==> src/rtl/pergate_gatefn_seq.sv <==
// Sequencer that walks nVals operand pairs through one shared gate-function unit,
// issuing one evaluation at a time and collecting the results into gatefn.
module pergate_gatefn_seq #(
   parameter int gate_fn     = 0,
   parameter int nVals       = 4,
   parameter int F_NBITS     = 16,
   parameter int GATEFN_BITS = 2
) (
   input  logic                       clk,
   input  logic                       rst,
   input  logic                       en,
   input  logic                       mux_sel,
   input  logic [F_NBITS*nVals-1:0]   in0,
   input  logic [F_NBITS*nVals-1:0]   in1,
   output logic [GATEFN_BITS-1:0]     fn_gate_fn,
   output logic                       fn_en,
   output logic                       fn_mux_sel,
   output logic [F_NBITS-1:0]         fn_in0,
   output logic [F_NBITS-1:0]         fn_in1,
   input  logic                       fn_ready,
   input  logic [F_NBITS-1:0]         fn_out,
   output logic [F_NBITS*nVals-1:0]   gatefn,
   output logic                       ready,
   output logic                       ready_pulse,
   output logic [1:0]                 state_dbg
);

   localparam int IDX_W = (nVals > 1) ? $clog2(nVals) : 1;

   typedef enum logic [1:0] {
      IDLE  = 2'd0,
      ISSUE = 2'd1,
      WAIT  = 2'd2
   } state_t;

   state_t                     state_q, state_d;
   logic [IDX_W-1:0]           idx_q;
   logic [F_NBITS*nVals-1:0]   in0_q, in1_q, gatefn_q;
   logic                       mux_q;
   logic                       fn_ready_q;
   logic                       ready_pulse_q;
   logic                       accept;
   logic                       done;
   logic                       last;

   // Handshake: a request is taken when en=1 while ready=1 (IDLE only); each
   // evaluation is a one-cycle fn_en, and the unit signals completion by a
   // 0->1 transition of its fn_ready level, with fn_out valid in that cycle.
   assign accept = (state_q == IDLE) && en;
   assign done   = (state_q == WAIT) && fn_ready && !fn_ready_q;
   assign last   = (idx_q == IDX_W'(nVals - 1));

   always_comb begin
      state_d = state_q;
      unique case (state_q)
         IDLE:    if (en) state_d = ISSUE;
         ISSUE:   state_d = WAIT;
         WAIT:    if (done) state_d = last ? IDLE : ISSUE;
         default: state_d = IDLE;
      endcase
   end

   always_ff @(posedge clk) begin
      if (rst) begin
         state_q       <= IDLE;
         idx_q         <= '0;
         in0_q         <= '0;
         in1_q         <= '0;
         mux_q         <= 1'b0;
         gatefn_q      <= '0;
         fn_ready_q    <= 1'b1;
         ready_pulse_q <= 1'b0;
      end else begin
         state_q       <= state_d;
         ready_pulse_q <= done && last;
         // Preset high on accept so a level already high is never taken as an edge.
         fn_ready_q    <= accept ? 1'b1 : fn_ready;
         if (accept) begin
            in0_q <= in0;
            in1_q <= in1;
            mux_q <= mux_sel;
            idx_q <= '0;
         end
         if (done) begin
            gatefn_q[idx_q*F_NBITS +: F_NBITS] <= fn_out;
            if (!last) idx_q <= idx_q + IDX_W'(1);
         end
      end
   end

   assign fn_gate_fn  = GATEFN_BITS'(gate_fn);
   assign fn_en       = (state_q == ISSUE);
   assign fn_mux_sel  = mux_q;
   assign fn_in0      = in0_q[idx_q*F_NBITS +: F_NBITS];
   assign fn_in1      = in1_q[idx_q*F_NBITS +: F_NBITS];
   assign gatefn      = gatefn_q;
   assign ready       = (state_q == IDLE);
   assign ready_pulse = ready_pulse_q;
   assign state_dbg   = state_q;

endmodule

==> config.mk <==
export PLATFORM = sky130hd
export DESIGN_NAME = pergate_gatefn_seq
export DESIGN_NICKNAME = d
export VERILOG_FILES = /design/src/rtl/pergate_gatefn_seq.sv
export SDC_FILE = /design/constraint.sdc
export NUM_CORES = 1
export LEC_CHECK = 0
export CORE_ASPECT_RATIO = 0.6
export CORE_MARGIN = 8
export CORE_UTILIZATION = 63
export DETAILED_ROUTE_END_ITERATION = 8
export DONT_BUFFER_PORTS = 1
export PLACE_DENSITY_LB_ADDON = 0.05
export SYNTH_ARGS = -nofsm -noshare
export SYNTH_HDL_FRONTEND = slang
export SYNTH_SLANG_ARGS = --single-unit
==> constraint.sdc <==
create_clock -name clk -period 2.8 [get_ports clk]
set_clock_uncertainty 0.2 [all_clocks]
set_input_delay 0.28 -clock clk [delete_from_list [all_inputs] [get_ports clk]]
set_output_delay 0.28 -clock clk [all_outputs]
set_load 0.005 [all_outputs]
Yosys cells after proc, flatten, opt, wreduce, memory -nomap -nowiden
Cells that the tools add are included.
{"block": "word_totals", "n_memories": 0, "latch_bits": 0, "mem_bits_rw": 0, "output_inout_bits": 104, "regBits": 199, "romBits": 0}
{"block": "classes", "reduce_logical": 8, "n_bitwise": 0, "add_sub_neg": 2, "shift": 4, "div": 0, "n_mul": 0, "order_cmp": 0, "n_mux": 8, "eq_ne": 5}
{"operator": "64-bit by 7-bit indexed part select with 16-bit output", "n": 2}
{"operator": "64-bit bitwise mux", "n": 1}
{"operator": "16-bit by 34-bit variable shift with 64-bit output, first input constant", "n": 1}
{"operator": "16-bit by 34-bit indexed part select with 64-bit output", "n": 1}
{"operator": "6-bit negation with 34-bit output", "n": 1}
{"operator": "2-bit 2-to-1 mux", "n": 5}
{"operator": "2-bit one-hot mux with 3 select lines", "n": 1}
{"operator": "2-bit equality test, second input constant", "n": 2}
{"operator": "1-bit logical AND", "n": 4}
{"operator": "2-bit inequality test, second input constant", "n": 2}
{"operator": "2-bit by 1-bit adder with 2-bit output, second input constant", "n": 1}
{"operator": "2-bit by 1-bit equality test with 1-bit output, second input constant", "n": 1}
{"operator": "2-bit zero test", "n": 1}
{"operator": "2-bit AND reduction", "n": 1}
{"operator": "2-bit OR reduction", "n": 1}
{"operator": "1-bit zero test", "n": 1}
{"operator": "1-bit 2-to-1 mux", "n": 1}

Depth between registers and ports, before layout
Gate-level depths: netlist of run 1.
{"block": "depth", "depth_word": 5, "depth_mapped": 9}

Worst setup path before layout of run 1
OpenSTA, ideal clock, no wires.
{"block": "synth_timing", "kind": "register to register", "from": "register idx_q[0]", "to": "register gatefn_q[53], in the netlist gatefn[53]", "period_less_slack_ps": 2329, "setup_time_ps": 69, "slack_ps": 471, "arrival_time_ps": 2061, "stages_incl_launch_ff": 9, "path_cell_list": "dfxtp_1 > buf_6 > buf_2 > inv_1 > ha_1 > nor4b_4 > buf_2 > nand4_1 > o21ai_1"}
{"block": "synth_via", "elab_chain_len": 3}
{"element": "from (decl)", "line": "37", "text": "logic [IDX_W-1:0] idx_q;"}
{"element": "from (signal assigned)", "line": "86", "text": "if (!last) idx_q <= idx_q + IDX_W'(1);"}
{"element": "6-bit negation with 34-bit output (*)", "line": "85", "text": "gatefn_q[idx_q*F_NBITS +: F_NBITS] <= fn_out;"}
{"element": "16-bit by 34-bit indexed part select with 64-bit output or 16-bit by 34-bit variable shift with 64-bit output (tied branches)", "line": "85"}
{"element": "64-bit bitwise mux (*)", "line": "85"}
{"element": "to (signal, indexed assignment)", "line": "85"}
{"element": "to (decl)", "line": "38", "text": "logic [F_NBITS*nVals-1:0] in0_q, in1_q, gatefn_q;"}
Mark *: on every way between the ends. The rest lies on a longest branch, timed or not.
A chain may end at the register's enable or synchronous reset.

Worst setup path after layout of run 1
{"block": "layout_timing", "from": "register idx_q[1]", "to": "register ready_pulse_q, in the netlist ready_pulse"}
{"block": "layout_via", "elab_chain_len": 2}
{"element": "2-bit equality test", "line": "51", "text": "assign last = (idx_q == IDX_W'(nVals - 1));"}
{"element": "1-bit logical AND", "line": "75", "text": "ready_pulse_q <= done && last;"}
{"element": "to (signal assigned)", "line": "75"}
{"element": "to (decl)", "line": "41", "text": "logic ready_pulse_q;"}
Every way passes these cells.

==> summary.md, run 1 <==
| Metric | Value |
|---|---|
| Cell taking the most area after synthesis | `dfxtp_1` |
| Num rows | `32` |
| Worst Path Required | `2.96 ns` |
| #FFs+latches synth | `199` |
| Syn Area/Cell | `8.765 um^2` |
| CTS tree | `done` |
| Layout area overhead | `22.29%` |
| Netlist cell types | `31` |
| Top FF cell, synth | `dfxtp_1` |
| Final setup TNS | `0 ns` |
| Register area share after synthesis | `0.4789` |
| Post-Synth Simple-Gate Area | `0.2505` |
| Slew headroom | `0.4453` |
| Crit path kind | `reg2reg` |
| Num CTS Buffers | `17` |
| Max VDD drop | `0.0003964 V` |
| Syn Inst Count | `949` |
| Wirelength, routed | `~26000 um` |
| Mapped Area | `8318 um^2` |
| Via Count | `7424` |
| Async set-reset flop share out of synthesis | `0` |
| Worst setup margin | `between 0.15 and 0.2 ns` |
| Clock Path Buffers | `2` |
| RSZ-0062 raised after global routing | `false` |
| Post-route ant nets | `0` |
| Routed wire per std cell | `21.75 um` |
| Die area | `17260 um^2` |
| Mux share of post-synthesis cell area | `0.08920` |
| Yosys top cell area share | `0.4789` |
| Status | `complete, no violations` |
| Setup crit end kind | `flip-flop` |
| Count leader, synth | `nand2_1` |
| Top cells by area, synth | `dfxtp_1 48%, nand2_1 12%, mux4_2 8.7%` |
| Core Util, Final | `0.7915` |
| H-tree level count | `4` |
| CP arrival | `between 2 and 3 ns` |
| Power density cells | `599.9 nW/um^2` |
| Combinational family with the most area after synthesis | `simple AND/OR/NAND/NOR gates` |
| Setup bufs post-CTS | `0` |
| Crit path launch type | `flip-flop` |
| Worst-margin pin slew | `0.8285 ns` |
| Synth Area in Adders | `0.007521` |
| 1st-pass router iterations | `5` |
| Total track usage | `0.2942` |
| Initial Util | `0.6472` |
| Period utilization | `0.9430` |
| Top Ports | `roughly 250` |
| Hold Worst Slack | `0.05068 ns` |
| Largest net degree at the start of global routing | `around 150` |
| Initial DRC count | `922` |
| Die Y | `105.0 um` |
| Number of synthesized flops with an enable pin | `0` |
| Vias in the first global route | `7311` |
| Root buffer cell | `clkbuf_16` |
| GRT Residual Overflow | `0` |
| First-pass GRT wire length | `40290 um` |
| Worst-path fanout max | `34` |
| Cell-by-cell listing of the critical path | `buf_4 -> ha_1 -> and2_1 -> nor2b_1 -> dlygate4sd3_1` |
| Post-cts sizing count | `0` |
| Most frequent cells after synthesis | `258 x nand2_1, 199 x dfxtp_1, 130 x a21oi_1` |
| Initial antenna violation count | `2` |
| Setup Viol. Count Final | `0` |
| Layout Nets | `1185` |
| Synth warn | `0` |
| Dpl ws | `0.6075 ns` |
| Core ar. | `approximately 13000 um^2` |
| XOR/XNOR Fraction of Synth Area | `0` |
| Static Leak | `between 3 and 4 nW` |
| Clk slew on worst S/H paths | `0.08 ns` |
| Tightest Hold Check Type | `in2reg` |
| Min cycle time layout | `2.641 ns` |
| Port buffer count | `0` |
| Pins Over Slew Limit | `0` |
| MaxCap Viol Count | `0` |
| Post-CTS Hold Buffers | `between 100 and 150` |
| DRC violations left | `0` |
| Clock sinks | `199` |
| Die W | `~160 um` |
| Post-DP HPWL | `between 15000 and 20000 um` |
| Crit-path slowest cell | `and2_1` |
| Final Hold Viols | `0` |
| RePlAce Congestion | `0.8932` |
| Synth Area in Compound Gates | `0.1178` |
| Layout cells sized above 1 | `0.08341` |
| Max frequency | `378.7 MHz` |
| CP max stage delay | `0.55 ns` |
| Clk Latency, worst-skew pair | `around 0.42 ns` |
| Worst Path Buf+Inv | `2` |
| Delay-heaviest family, CP | `buffers and inverters` |
| Vias per Instance | `just over 6` |
-- registers in the layout (all words and copies together), names as in the netlist --
register and cells:
gatefn 64, idx_q 2, ready_pulse 1, fn_ready_q 1, state_dbg 2, in1_q 64, fn_mux_sel 1, in0_q 64
-- worst paths after layout --
kind / depth (start not counted) / slack (ns) / from / to
worst max-delay path: 5 / 0.16 / idx_q[1] / ready_pulse
worst min-delay path: 3 / 0.05 / fn_out[1] / gatefn[49]
worst max register to register: 5 / 0.16 / idx_q[1] / ready_pulse
worst min register to register: 2 / 0.26 / in0_q[33] / in0_q[33]
-- tightest hold or removal path: cells and delay by family --
kind,cells,cell delay [ns]
AO/OA/AOI/OAI,1,0.06
AND/OR/NAND/NOR,2,0.29
-- power breakdown --
| group | internal, mW | total, mW | switching (mW) |
|---|---|---|---|
| sequential | 2.96 | 3.04 | 0.0831 |
| clock | 1.28 | 2.40 | 1.12 |
| combinational | 0.310 | 0.655 | 0.345 |
-- cell families (layout without fill, tap and decap cells) --
logic type | count (synthesis) | in the layout
muxes | 34 | 34
other | 1 | 4
buffers and inverters | 89 | 182
DFF | 199 | 199
adders and majority gates | 5 | 5
and+or+nand+nor | 426 | 426
AOI/OAI and AO/OA | 195 | 195
-- layer usage --
metal | vias to the layer above | part of all wire | track usage
met3 | 60 | 0.12 | 0.09052
met4 | 0 | 0.024 | 0.1072
met1 | 3468 | 0.39 | 0.3724
met5 | - | 0 | 0
li1 | 3405 | - | -
met2 | 491 | 0.46 | 0.4664
-- final cells by class --
| class | count | area (um^2) |
|---|---|---|
| Fill cell | 770 | 2680 |
| Multi-Input combinational cell | 662 | 3884 |
| Sequential cell | 199 | 3986 |
| Antenna cell | 2 | 5.005 |
| Clock inverter | 12 | 135.1 |
| Inverter | 2 | 7.507 |
| Clock buffer | 19 | 442.9 |
| Timing Repair Buffer | 149 | 1499 |
| Tap cell | 170 | 212.7 |
-- per-stage QoR --
step	instances	total power, mW	instance area [um^2]
after global placement	1047	3.503	8220
after CTS	1213	6.081	10170
final	1215	6.103	10170
after floorplan	950	3.457	8322
after detailed placement	1047	3.526	8220
after global routing	1215	6.295	10170
-- cells in the final DEF, fill, tap and decap left out, types with 2 or more instances in the layout --
master,instances
nand2_1,258
dfxtp_1,197
dlygate4sd3_1,134
a21oi_1,130
nand2b_1,65
nand4_1,64
o21ai_1,64
mux4_2,32
nor2b_1,20
clkbuf_16,17
buf_4,12
ha_1,5
clkinv_4,4
inv_8,4
nor2_1,3
and2_1,3
diode_2,2
inv_1,2
nor4b_4,2
nor3_1,2
conb_1,2
inv_6,2
dfxtp_2,2
buf_12,2
Note: power is estimated with default switching activity, not from simulation.
==> run 2: changes to the inputs <==
Settings changed: CORE_UTILIZATION 63 to 47, DONT_BUFFER_PORTS 1 to default.
==> summary.md, run 2 (synthesis results as in run 1) <==
| Metric | Value |
|---|---|
| Clock sinks | `~200` |
| Reg power frac | `0.483` |
| Worst setup margin | `0.1515 ns` |
| Status | `complete, no violations` |
| Post-route ant nets | `0` |
| MaxCap Viol Count | `0` |
| Setup crit end kind | `output pin` |
| Die area | `22350 um^2` |
| CP arrival | `2.17 ns` |
| Clock Power Share | `0.392` |
| Vias per Instance | `5.352` |
| Worst Path Required | `2.32 ns` |
| First-pass GRT wire length | `roughly 42000 um` |
| CP max stage delay | `between 0.5 and 0.6 ns` |
| Delay-heaviest family, CP | `buffers and inverters` |
| Max VDD drop | `0.0004475 V` |
| Worst Setup SP | `idx_q[0]` |
| Min cycle time layout | `2.649 ns` |
| Post-CTS Hold Buffers | `0` |
| Root buffer cell | `clkbuf_16` |
| Num rows | `37` |
| GRT Residual Overflow | `0` |
| Worst R2R End | `gatefn[19]` |
| Initial Util | `0.4830` |
| Int Power | `4.668 mW` |
| Switch Pwr | `1.615 mW` |
| Total track usage | `0.2332` |
| Layout Nets | `1311` |
| Layout area overhead | `38.73%` |
| Worst Path Buf+Inv | `2` |
| Power density cells | `544.5 nW/um^2` |
| Static Leak | `4.071 nW` |
| Setup Viol. Count Final | `0` |
| Clock Path Buffers | `2` |
| Final setup TNS | `0 ns` |
| Crit path kind | `reg2out` |
| Reg2reg path depth | `6` |
| Clk slew on worst S/H paths | `0.07 ns` |
| Period utilization | `0.9459` |
| RSZ-0062 raised after global routing | `false` |
| 1st-pass router iterations | `7` |
| Largest net degree at the start of global routing | `100` |
| Vias in the first global route | `7218` |
| Combinational power share | `0.125` |
| Setup bufs post-CTS | `0` |
| Port buffer count | `250` |
| DRC violations left | `0` |
| Top Ports | `253` |
| Crit path launch type | `flip-flop` |
| Worst-margin pin slew | `0.6427 ns` |
| Dpl ws | `between 0.5 and 0.6 ns` |
| Net Sw Frac | `0.2571` |
| Final Hold Viols | `0` |
| Core ar. | `~17000 um^2` |
| Wirelength, routed | `roughly 27000 um` |
| Worst-path fanout max | `19` |
| Die W | `187.7 um` |
| CTS tree | `done` |
| Slew headroom | `0.5706` |
| R2R setup slack | `0.49 ns` |
| Routed wire per std cell | `19.03 um` |
| Cell-by-cell listing of the critical path | `buf_4 -> mux4_2 -> clkdlybuf4s50_1` |
| Max frequency | `377.6 MHz` |
| Initial DRC count | `655` |
| Crit-path slowest cell | `mux4_2` |
| Post-DP HPWL | `about 19000 um` |
| H-tree level count | `4` |
| Via Count | `around 7.5k` |
| Most common cell after layout, fill and taps aside | `nand2_1` |
| Post-cts sizing count | `0` |
| RePlAce Congestion | `around 0.85` |
| Num CTS Buffers | `17` |
| Tightest Hold Check Type | `in2reg` |
| Layout cells sized above 1 | `0.08376` |
| Most frequent cells in the layout | `258 x nand2_1, 249 x clkdlybuf4s50_1, 197 x dfxtp_1` |
| Pins Over Slew Limit | `0` |
| CP endpoint | `fn_in1[15]` |
| Cell count along the critical path | `3` |
| Critical R2R Launch | `idx_q[0]` |
| Clk Latency, worst-skew pair | `0.42 ns` |
| Die Y | `119.0 um` |
| Initial antenna violation count | `4` |
-- run 2: power groups by stage --
stage                     Clock [mW]  Sequential, mW  Combinational [mW]
after floorplan                    0            3.07               0.387
after global placement             0            3.10               0.770
after detailed placement           0            3.10               0.780
after CTS                       2.50            3.04               0.784
after global routing            2.64            3.05               0.850
final                           2.46            3.04               0.783
-- run 2: through the flow --
step / power [mW] / util / hold WS [ns] / instances / instance area, um^2
2_1_floorplan: 3.457 / - / 0.1838 / 950 / 8322
3_3_place_gp: 3.868 / 0.6358 / 0.2399 / 1372 / 10950
3_5_place_dp: 3.882 / 0.6358 / 0.2465 / 1372 / 10950
4_1_cts: 6.325 / 0.6699 / 0.05932 / 1404 / 11540
5_1_grt: 6.542 / 0.6701 / 0.07466 / 1405 / 11540
6_report: 6.283 / 0.6701 / 0.07958 / 1405 / 11540
-- run 2: worst min path at each step --
| stage | slack, ns | end | startpoint | cells past startpoint |
|---|---|---|---|---|
| 5_1_grt | 0.07 | ready_pulse | rst | 2 |
| 3_3_place_gp | 0.24 | in1_q[58] | in1_q[58] | 2 |
| 4_1_cts | 0.06 | ready_pulse | rst | 2 |
| 3_5_place_dp | 0.25 | in1_q[30] | in1_q[30] | 2 |
| 2_1_floorplan | 0.18 | fn_ready_q | fn_ready | 1 |
| 6_report | 0.08 | ready_pulse | rst | 2 |
-- run 2: layer usage --
metal / up-vias / share of wire / global-route usage
li1: 3655 / - / -
met1: 3512 / 0.48 / 0.3464
met2: 323 / 0.41 / 0.3230
met3: 24 / 0.091 / 0.07139
met4: 6 / 0.012 / 0.05343
met5: - / 0.0012 / 0
-- run 2: cell type report --
class	instances	area (um^2)
repair buffers	275	2779
well taps	234	292.8
fillers	1438	5682
flip-flops and latches	199	3986
clock buffers	19	432.9
clock inverters	13	155.1
diodes	1	2.502
multi-input cells	662	3884
inverters	2	7.507
